$ cat src/rtl/inst_encoder.sv
// Purpose: packs RISC-V instruction field bundles into 32-bit words and writes them to instruction memory.
// Latency: the word is on mem_wdata with mem_we high one cycle after the accept edge; it is held until mem_ack.
// Backpressure: in_ready is low while busy, full or done, and a write waits on mem_ack for as long as needed.
module inst_encoder #(
    parameter logic [31:0] BASE_ADDR = 32'h0000_0000,
    parameter int unsigned DEPTH     = 1024
) (
    input  logic        clk,
    input  logic        rst_n,
    input  logic        clear,
    input  logic        in_valid,
    output logic        in_ready,
    input  logic [2:0]  fmt,
    input  logic [6:0]  opcode,
    input  logic [2:0]  funct3,
    input  logic [6:0]  funct7,
    input  logic [4:0]  rd,
    input  logic [4:0]  rs1,
    input  logic [4:0]  rs2,
    input  logic [31:0] imm,
    input  logic        last,
    output logic        mem_we,
    output logic [31:0] mem_addr,
    output logic [31:0] mem_wdata,
    input  logic        mem_ack,
    output logic        err,
    output logic        done,
    output logic        full
);

    localparam int unsigned    CW      = $clog2(DEPTH + 1);
    localparam logic [CW-1:0]  DEPTH_C = CW'(DEPTH);

    typedef enum logic [1:0] {
        S_IDLE = 2'd0,
        S_ENC  = 2'd1,
        S_WR   = 2'd2,
        S_DONE = 2'd3
    } state_t;

    state_t         state_q;
    logic           rdy_q;
    logic           we_q;
    logic           err_q;
    logic           done_q;
    logic           full_q;
    logic [31:0]    addr_q;
    logic [31:0]    wdata_q;
    logic [CW-1:0]  cnt_q;

    // Captured bundle fields
    logic [2:0]     fmt_q;
    logic [6:0]     opcode_q;
    logic [2:0]     funct3_q;
    logic [6:0]     funct7_q;
    logic [4:0]     rd_q;
    logic [4:0]     rs1_q;
    logic [4:0]     rs2_q;
    logic [31:0]    imm_q;
    logic           last_q;

    // Encoder results for the bundle held in the field registers
    logic [31:0]    word_d;
    logic           legal_d;
    logic [CW-1:0]  cnt_d;
    logic           is_shift;
    logic           fits12;
    logic           fits13;
    logic           fits21;

    assign in_ready  = rdy_q;
    assign mem_we    = we_q;
    assign mem_addr  = addr_q;
    assign mem_wdata = wdata_q;
    assign err       = err_q;
    assign done      = done_q;
    assign full      = full_q;

    // Immediate fits in N signed bits when all bits from N-1 upward agree
    assign fits12   = (&imm_q[31:11]) | ~(|imm_q[31:11]);
    assign fits13   = (&imm_q[31:12]) | ~(|imm_q[31:12]);
    assign fits21   = (&imm_q[31:20]) | ~(|imm_q[31:20]);
    assign is_shift = (opcode_q == 7'b0010011) && ((funct3_q == 3'b001) || (funct3_q == 3'b101));

    // Count after a completed write, saturating at DEPTH
    assign cnt_d = (cnt_q == DEPTH_C) ? cnt_q : cnt_q + 1'b1;

    // Form the instruction word and decide whether the immediate is representable
    always_comb begin
        word_d  = 32'h0;
        legal_d = 1'b1;
        case (fmt_q)
            3'd0: word_d = {funct7_q, rs2_q, rs1_q, funct3_q, rd_q, opcode_q};
            3'd1: begin
                if (is_shift) begin
                    word_d  = {funct7_q, imm_q[4:0], rs1_q, funct3_q, rd_q, opcode_q};
                    legal_d = ~(|imm_q[31:5]);
                end else begin
                    word_d  = {imm_q[11:0], rs1_q, funct3_q, rd_q, opcode_q};
                    legal_d = fits12;
                end
            end
            3'd2: begin
                word_d  = {imm_q[11:5], rs2_q, rs1_q, funct3_q, imm_q[4:0], opcode_q};
                legal_d = fits12;
            end
            3'd3: begin
                word_d  = {imm_q[12], imm_q[10:5], rs2_q, rs1_q, funct3_q,
                           imm_q[4:1], imm_q[11], opcode_q};
                legal_d = fits13 & ~imm_q[0];
            end
            3'd4: begin
                word_d  = {imm_q[31:12], rd_q, opcode_q};
                legal_d = ~(|imm_q[11:0]);
            end
            3'd5: begin
                word_d  = {imm_q[20], imm_q[10:1], imm_q[11], imm_q[19:12], rd_q, opcode_q};
                legal_d = fits21 & ~imm_q[0];
            end
            default: legal_d = 1'b0;
        endcase
    end

    // Register the bundle fields on accept so the encoder works from stable values
    always_ff @(posedge clk or negedge rst_n) begin
        if (!rst_n) begin
            fmt_q    <= '0;
            opcode_q <= '0;
            funct3_q <= '0;
            funct7_q <= '0;
            rd_q     <= '0;
            rs1_q    <= '0;
            rs2_q    <= '0;
            imm_q    <= '0;
            last_q   <= 1'b0;
        end else if (in_valid && rdy_q) begin
            fmt_q    <= fmt;
            opcode_q <= opcode;
            funct3_q <= funct3;
            funct7_q <= funct7;
            rd_q     <= rd;
            rs1_q    <= rs1;
            rs2_q    <= rs2;
            imm_q    <= imm;
            last_q   <= last;
        end
    end

    // Control FSM with registered handshake, write-port and status outputs
    always_ff @(posedge clk or negedge rst_n) begin
        if (!rst_n) begin
            state_q <= S_IDLE;
            rdy_q   <= 1'b0;
            we_q    <= 1'b0;
            err_q   <= 1'b0;
            done_q  <= 1'b0;
            full_q  <= 1'b0;
            addr_q  <= BASE_ADDR;
            wdata_q <= 32'h0;
            cnt_q   <= '0;
        end else if (clear) begin
            // Restart wins over everything, including an outstanding write
            state_q <= S_IDLE;
            rdy_q   <= 1'b1;
            we_q    <= 1'b0;
            err_q   <= 1'b0;
            done_q  <= 1'b0;
            full_q  <= 1'b0;
            addr_q  <= BASE_ADDR;
            cnt_q   <= '0;
        end else begin
            err_q <= 1'b0;
            case (state_q)
                S_IDLE: begin
                    if (in_valid && rdy_q) begin
                        state_q <= S_ENC;
                        rdy_q   <= 1'b0;
                    end else begin
                        rdy_q   <= ~full_q;
                    end
                end
                S_ENC: begin
                    if (legal_d) begin
                        wdata_q <= word_d;
                        we_q    <= 1'b1;
                        state_q <= S_WR;
                    end else begin
                        // Rejected bundle: no write, address and count untouched, last ignored
                        err_q   <= 1'b1;
                        rdy_q   <= ~full_q;
                        state_q <= S_IDLE;
                    end
                end
                S_WR: begin
                    if (mem_ack) begin
                        we_q   <= 1'b0;
                        cnt_q  <= cnt_d;
                        full_q <= (cnt_d == DEPTH_C);
                        if (addr_q < 32'hFFFF_FFFC) begin
                            addr_q <= addr_q + 32'd4;
                        end
                        if (last_q) begin
                            done_q  <= 1'b1;
                            state_q <= S_DONE;
                        end else begin
                            rdy_q   <= (cnt_d != DEPTH_C);
                            state_q <= S_IDLE;
                        end
                    end
                end
                S_DONE: begin
                    rdy_q <= 1'b0;
                end
                default: state_q <= S_IDLE;
            endcase
        end
    end

endmodule

$ cat config.mk
export PLATFORM = sky130hd
export DESIGN_NAME = inst_encoder
export DESIGN_NICKNAME = d
export VERILOG_FILES = /design/src/rtl/inst_encoder.sv
export SDC_FILE = /design/constraint.sdc
export NUM_CORES = 1
export LEC_CHECK = 0
export BUFFER_PORTS_ARGS = -buffer_cell sky130_fd_sc_hd__buf_4
export CORE_MARGIN = 3
export CORE_UTILIZATION = 25
export DETAILED_ROUTE_END_ITERATION = 12
export PLACE_DENSITY = 0.43
export SLEW_MARGIN = 30
export SYNTH_ARGS = -nofsm -noshare
export SYNTH_HDL_FRONTEND = slang
export SYNTH_SLANG_ARGS = --single-unit
$ cat constraint.sdc
create_clock -name clk -period 7 [get_ports clk]
set_input_delay 1.05 -clock clk [delete_from_list [all_inputs] [get_ports clk]]
set_output_delay 1.05 -clock clk [all_outputs]
set_load 0.01 [all_outputs]
After elaboration in Yosys (flattened, before gate mapping)
Cells that the tools add are included.

storage, ports and cells
  register bits after elaboration = 150
  bits in latches = 0
  RAM bits = 0
  ROM bits = 0
  bits of input ports = 73
  logic and storage cells = 117
  memories kept = 0

cells by class
  $add $sub $neg = 2
  multiply operators = 0
  div/mod/pow operators = 0
  magnitude comparators = 1
  equal/unequal tests = 19
  shifts and indexed selects = 0
  multiplexer cells = 38
  bitwise gates (word level) = 13
  reduce and logical (&&, ||, !) cells = 26

operator list
  cell                     number
  $pmux W32 S6             1
  $mux W32                 5
  $mux W11                 4
  $add A32 B3 Y32 const B  1
  $lt A32 B32 Y1 const B   1
  $reduce_or A27 Y1        1
  $reduce_or A12 Y1        2
  $eq A11 B11 Y1 const B   2
  $reduce_and A21 Y1       1
  $reduce_or A21 Y1        1
  $reduce_and A20 Y1       1
  $reduce_or A20 Y1        1
  $mux W1                  19
  $reduce_and A3 Y1        6
  $ne A3 B3 Y1 const B     5
  $reduce_and A12 Y1       1
  $add A11 B1 Y11 const B  1
  $ne A11 B11 Y1 const B   1
  $mux W2                  5
  $eq A3 B3 Y1 const B     3
  $not A1 Y1               8
  $reduce_bool A2 Y1       4
  $eq A7 B5 Y1 const B     1
  $eq A3 B1 Y1 const B     2
  other kinds (16)         22

Depth between registers and ports, before layout
  depth in word-level cells = 8
  depth in mapped cells = 10

Worst setup path after synthesis
Ideal clock, no wire load.

  path type = input -> register
  start point = input in_valid
  end point = register imm_q[10]
  library setup time = 0.125 ns
  arrival time = 2.237 ns
  data required time = 6.875 ns
  setup slack = 4.638 ns
  stages = 4
  path buffers = 2
  cell sequence = nand2_1 -> buf_1 -> buf_1 -> mux2_2

between the ends
  cells in the longest elaborated chain, start to end = 1

RTL lines
  what                  line  text
  start, declared       11    input logic in_valid,
  $logic_and A1 B1 Y1   136   end else if (in_valid && rdy_q) begin
  end signal, assigned  144   imm_q <= imm;
  end, declared         59    logic [31:0] imm_q;

No other way between the ends.
A chain may end at the register's enable or synchronous reset.

Worst setup path after layout
  start point = register fmt_q[2]
  end point = register wdata_q[13], in the netlist mem_wdata[13]

between the ends
  cells in the longest elaborated chain, start to end = 3
  elaborated cells between the ends (all ways) = 9
  those cells by class = 5 x eq/ne; 2 x mux; 2 x reduce/logical

RTL lines
  what                                  line  text
  start, declared                       52    logic [2:0] fmt_q;
  start signal, assigned                137   fmt_q <= fmt;
  $eq A3 B3 Y1 (tied with other cells)  92    case (fmt_q)
  $pmux W1 S6                           92
  $reduce_and A3 Y1 (no line)           -
  end signal, assigned                  184   wdata_q <= word_d;
  end, declared                         48    logic [31:0] wdata_q;

Several ways; a longest one is shown, not always the timed one.

==> flow_summary.ini <==
[run_status]
status = finished clean

[logic_synthesis]
yosys_warnings = 0
synth_mux_area_share_pct = 14.3
synth_top_family_by_area = simple AND/OR/NAND/NOR gates
synth-compound-area-share_pct = 9.12
synth_fa_ha_area_share_pct = 1.08
syn_area_um2 = 6970
ys.flop_type = dfrtp_1
synth-xor-area-share_pct = 4.27
synth_simple_gate_area_share_pct = 15.0
synth-edff-count = 0
synth_cells = 636
synthArstFlopShare_pct = 100
ys_seq_area_share_pct = 53.1
avgSynthCellArea_um2 = 11.0
yosysUniqueCellTypes = 55
synth_seq_cells = 148

[placed_design]
pre_cts_ws_ps = 3950
place_congestion = 0.770
dp.final_hpwl_mm = 13.7
io_buffer_count = 139

[worst_setup_path]
path_cells = inv_2 > nor2_1 > o21ai_0 > a311oi_1 > o311ai_4 > buf_4 > a221oi_1 > a21oi_1
r2r_end = mem_wdata[13]
cp_slowest_cell = dfrtp_1
reg2reg_slack_ps = 3940
slowest_delay_ps = 770
required_ps = 7280
arrival_ps = 3340
critical_path_class = flip-flop to flip-flop
timing.rr.start = fmt_q[2]
cp_top_family = compound AO/OA/AOI/OAI gates
startpoint_type = flip-flop
cp_max_fo = 57
path_buf_inv = 2
rr_worst_depth = 8
worstSetupEndpointType = flip-flop

[final_layout]
utilization_pct = 32.9
syn2layout_area_growth_pct = 28.3
n_fill_cell = 2802
layout_common_cells = dfrtp_1 (148), buf_4 (140), mux2_2 (71)
layout.nets = 842
final_common_cell = dfrtp_1
drive_gt1_share_pct = 33.1
diodes = 0

[clock_network]
htree_levels = 4
cts_hold_buf = 0
insertion_delay_ps = 430
clock_sinks = 148
clockBufferDepth = 2
postCtsSetupBuffers = 0
clkTransAtPathRegs_ps = 70
cts_resized = 0
cts_buffers = 17
cts_root_buf = clkbuf_16
cts_tree = yes

[floorplanning]
ios = 142
die_x_um = 173
die_h_um = 173
start_util_pct = 25.7
row_count = 60
core_um2 = 27200
dieArea_um2 = 29900

[sta]
slew_headroom_pct = 43.5
fmax_ghz = 0.327
period_share_pct = 43.7
hold_viol = 0
setup_viol = 0
worst_pin_slew_ps = 839
slew_viol_final = 0
period_minus_slack_ps = 3060
tns_ps = 0
rsz0062_at_grt = no
finClkSkew_ps = 13.2
hold_slack_ps = 485
fin_ws_ps = 3940

[worst_hold_path]
holdPathEnd = mem_wdata[11]
hp-start = mem_wdata[11]
hp-class = flip-flop to flip-flop
whs_path_depth = 2

[grt]
antenna_found_initial = 0
grt-ovfl-total = 0
grt_pass1_vias = 5281
grtUsageTotal_pct = 12.9
grt_max_degree = 88
grt_pass1_wl_mm = 30.6

[route]
vias = 5219
ant_nets = 0
drt-total-wl_mm = 19.4
drc = 0
first_pass_iters = 6
vias_per_cell = 4.55
wire_per_inst_um = 16.9
drt_iter0_drc = 239

[power_and_ir_drop]
p_per_area_nw_per_um2 = 315
switching_power_mw = 0.908
vdd_drop_max_mv = 0.170
swShare_pct = 32.3
p_leak_nw = 3.88
p_seq_share_pct = 44.1
pwr-share-comb_pct = 23.6
clock_power_share_pct = 32.3
cell_internal_pwr_mw = 1.91

[job]
maxCapViolations = 0
-- worst register-to-register path: cells and delay by family (launching register included) --
family	cells	cell delay, ps
and+or+nand+nor	1	360
DFF	1	770
AOI/OAI and AO/OA	5	1210
buffers and inverters	2	570
-- per-stage QoR --
| step | power (mW) | cell area, um2 | cells |
|---|---|---|---|
| floorplan | 1.60 | 6980 | 637 |
| global placement | 1.93 | 8360 | 1116 |
| detailed placement | 1.94 | 8370 | 1116 |
| CTS | 2.86 | 8940 | 1148 |
| global route | 2.97 | 8950 | 1148 |
| finish | 2.81 | 8950 | 1148 |
-- how the worst max path moves through the flow --
stage          depth (start not counted)      from       endpoint  slack (ps)
3_5_place_dp                           8  fmt_q[2]  mem_wdata[13]        3950
6_report                               8  fmt_q[2]  mem_wdata[13]        3940
5_1_grt                                8  fmt_q[2]  mem_wdata[15]        3660
4_1_cts                                8  fmt_q[2]  mem_wdata[13]        3930
3_3_place_gp                           8  fmt_q[2]  mem_wdata[13]        4000
2_1_floorplan                          4  in_valid      imm_q[10]        4640
-- routing by layer --
layer  wire length [um]  vias up  track usage [%]
met3                922       14             3.36
li1                   -     2530                -
met1               9330     2540             17.7
met2               8890      135             20.1
met5                  0        -                0
met4                237        0             3.61
-- kinds of logic after synthesis --
group                    Yosys count
AO/OA/AOI/OAI                     96
XOR/XNOR                          34
adder cells (fa/ha/maj)            6
buffers and inverters             50
flip-flops                       148
multiplexers                      87
other                              1
AND/OR/NAND/NOR                  214
-- power by group through the flow --
stage               clock, mW  sequential, mW  combinational, mW
floorplan                   0            1.21              0.392
global placement            0            1.26              0.673
detailed placement          0            1.26              0.678
CTS                     0.937            1.24              0.681
global route            0.970            1.27              0.733
finish                  0.909            1.24              0.664
-- cell type report --
| class | instances | area, um2 | area share [%] |
|---|---|---|---|
| Inverter | 16 | 60.1 | 0.671 |
| Clock buffer | 18 | 429 | 4.80 |
| Tap cell | 372 | 465 | 5.20 |
| Clock inverter | 14 | 143 | 1.59 |
| Sequential cell | 148 | 3700 | 41.4 |
| Timing Repair Buffer | 141 | 1060 | 11.9 |
| Multi-Input combinational cell | 439 | 3090 | 34.5 |
-- registers in the layout (all words and copies together), names as in the netlist, 2 cells and up --
register   cells
opcode_q       7
mem_addr      30
rs2_q          5
mem_wdata     32
rs1_q          5
imm_q         32
funct7_q       7
cnt_q         11
rd_q           5
fmt_q          3
funct3_q       3
state_q        2
-- cells in the mapped netlist (all sizes together), types with 5 or more instances --
| cell | n | area (um2) |
|---|---|---|
| a222oi | 6 | 60.1 |
| a22oi | 9 | 67.6 |
| nor3 | 9 | 50.1 |
| xor2 | 19 | 166 |
| mux2i | 9 | 90.1 |
| ha | 6 | 75.1 |
| a21oi | 21 | 105 |
| nor4 | 8 | 50.1 |
| xnor2 | 15 | 131 |
| buf | 14 | 83.8 |
| inv | 15 | 56.3 |
| mux2 | 78 | 905 |
| nor2 | 64 | 240 |
| or3 | 8 | 50.1 |
| nand4 | 22 | 138 |
| nand3 | 17 | 85.1 |
| dfrtp | 148 | 3700 |
| clkbuf | 20 | 75.1 |
| o21ai | 34 | 170 |
| a31oi | 5 | 46.3 |
| a221oi | 6 | 58.8 |
| nand2 | 55 | 206 |
(Power assumes the default switching activity.)
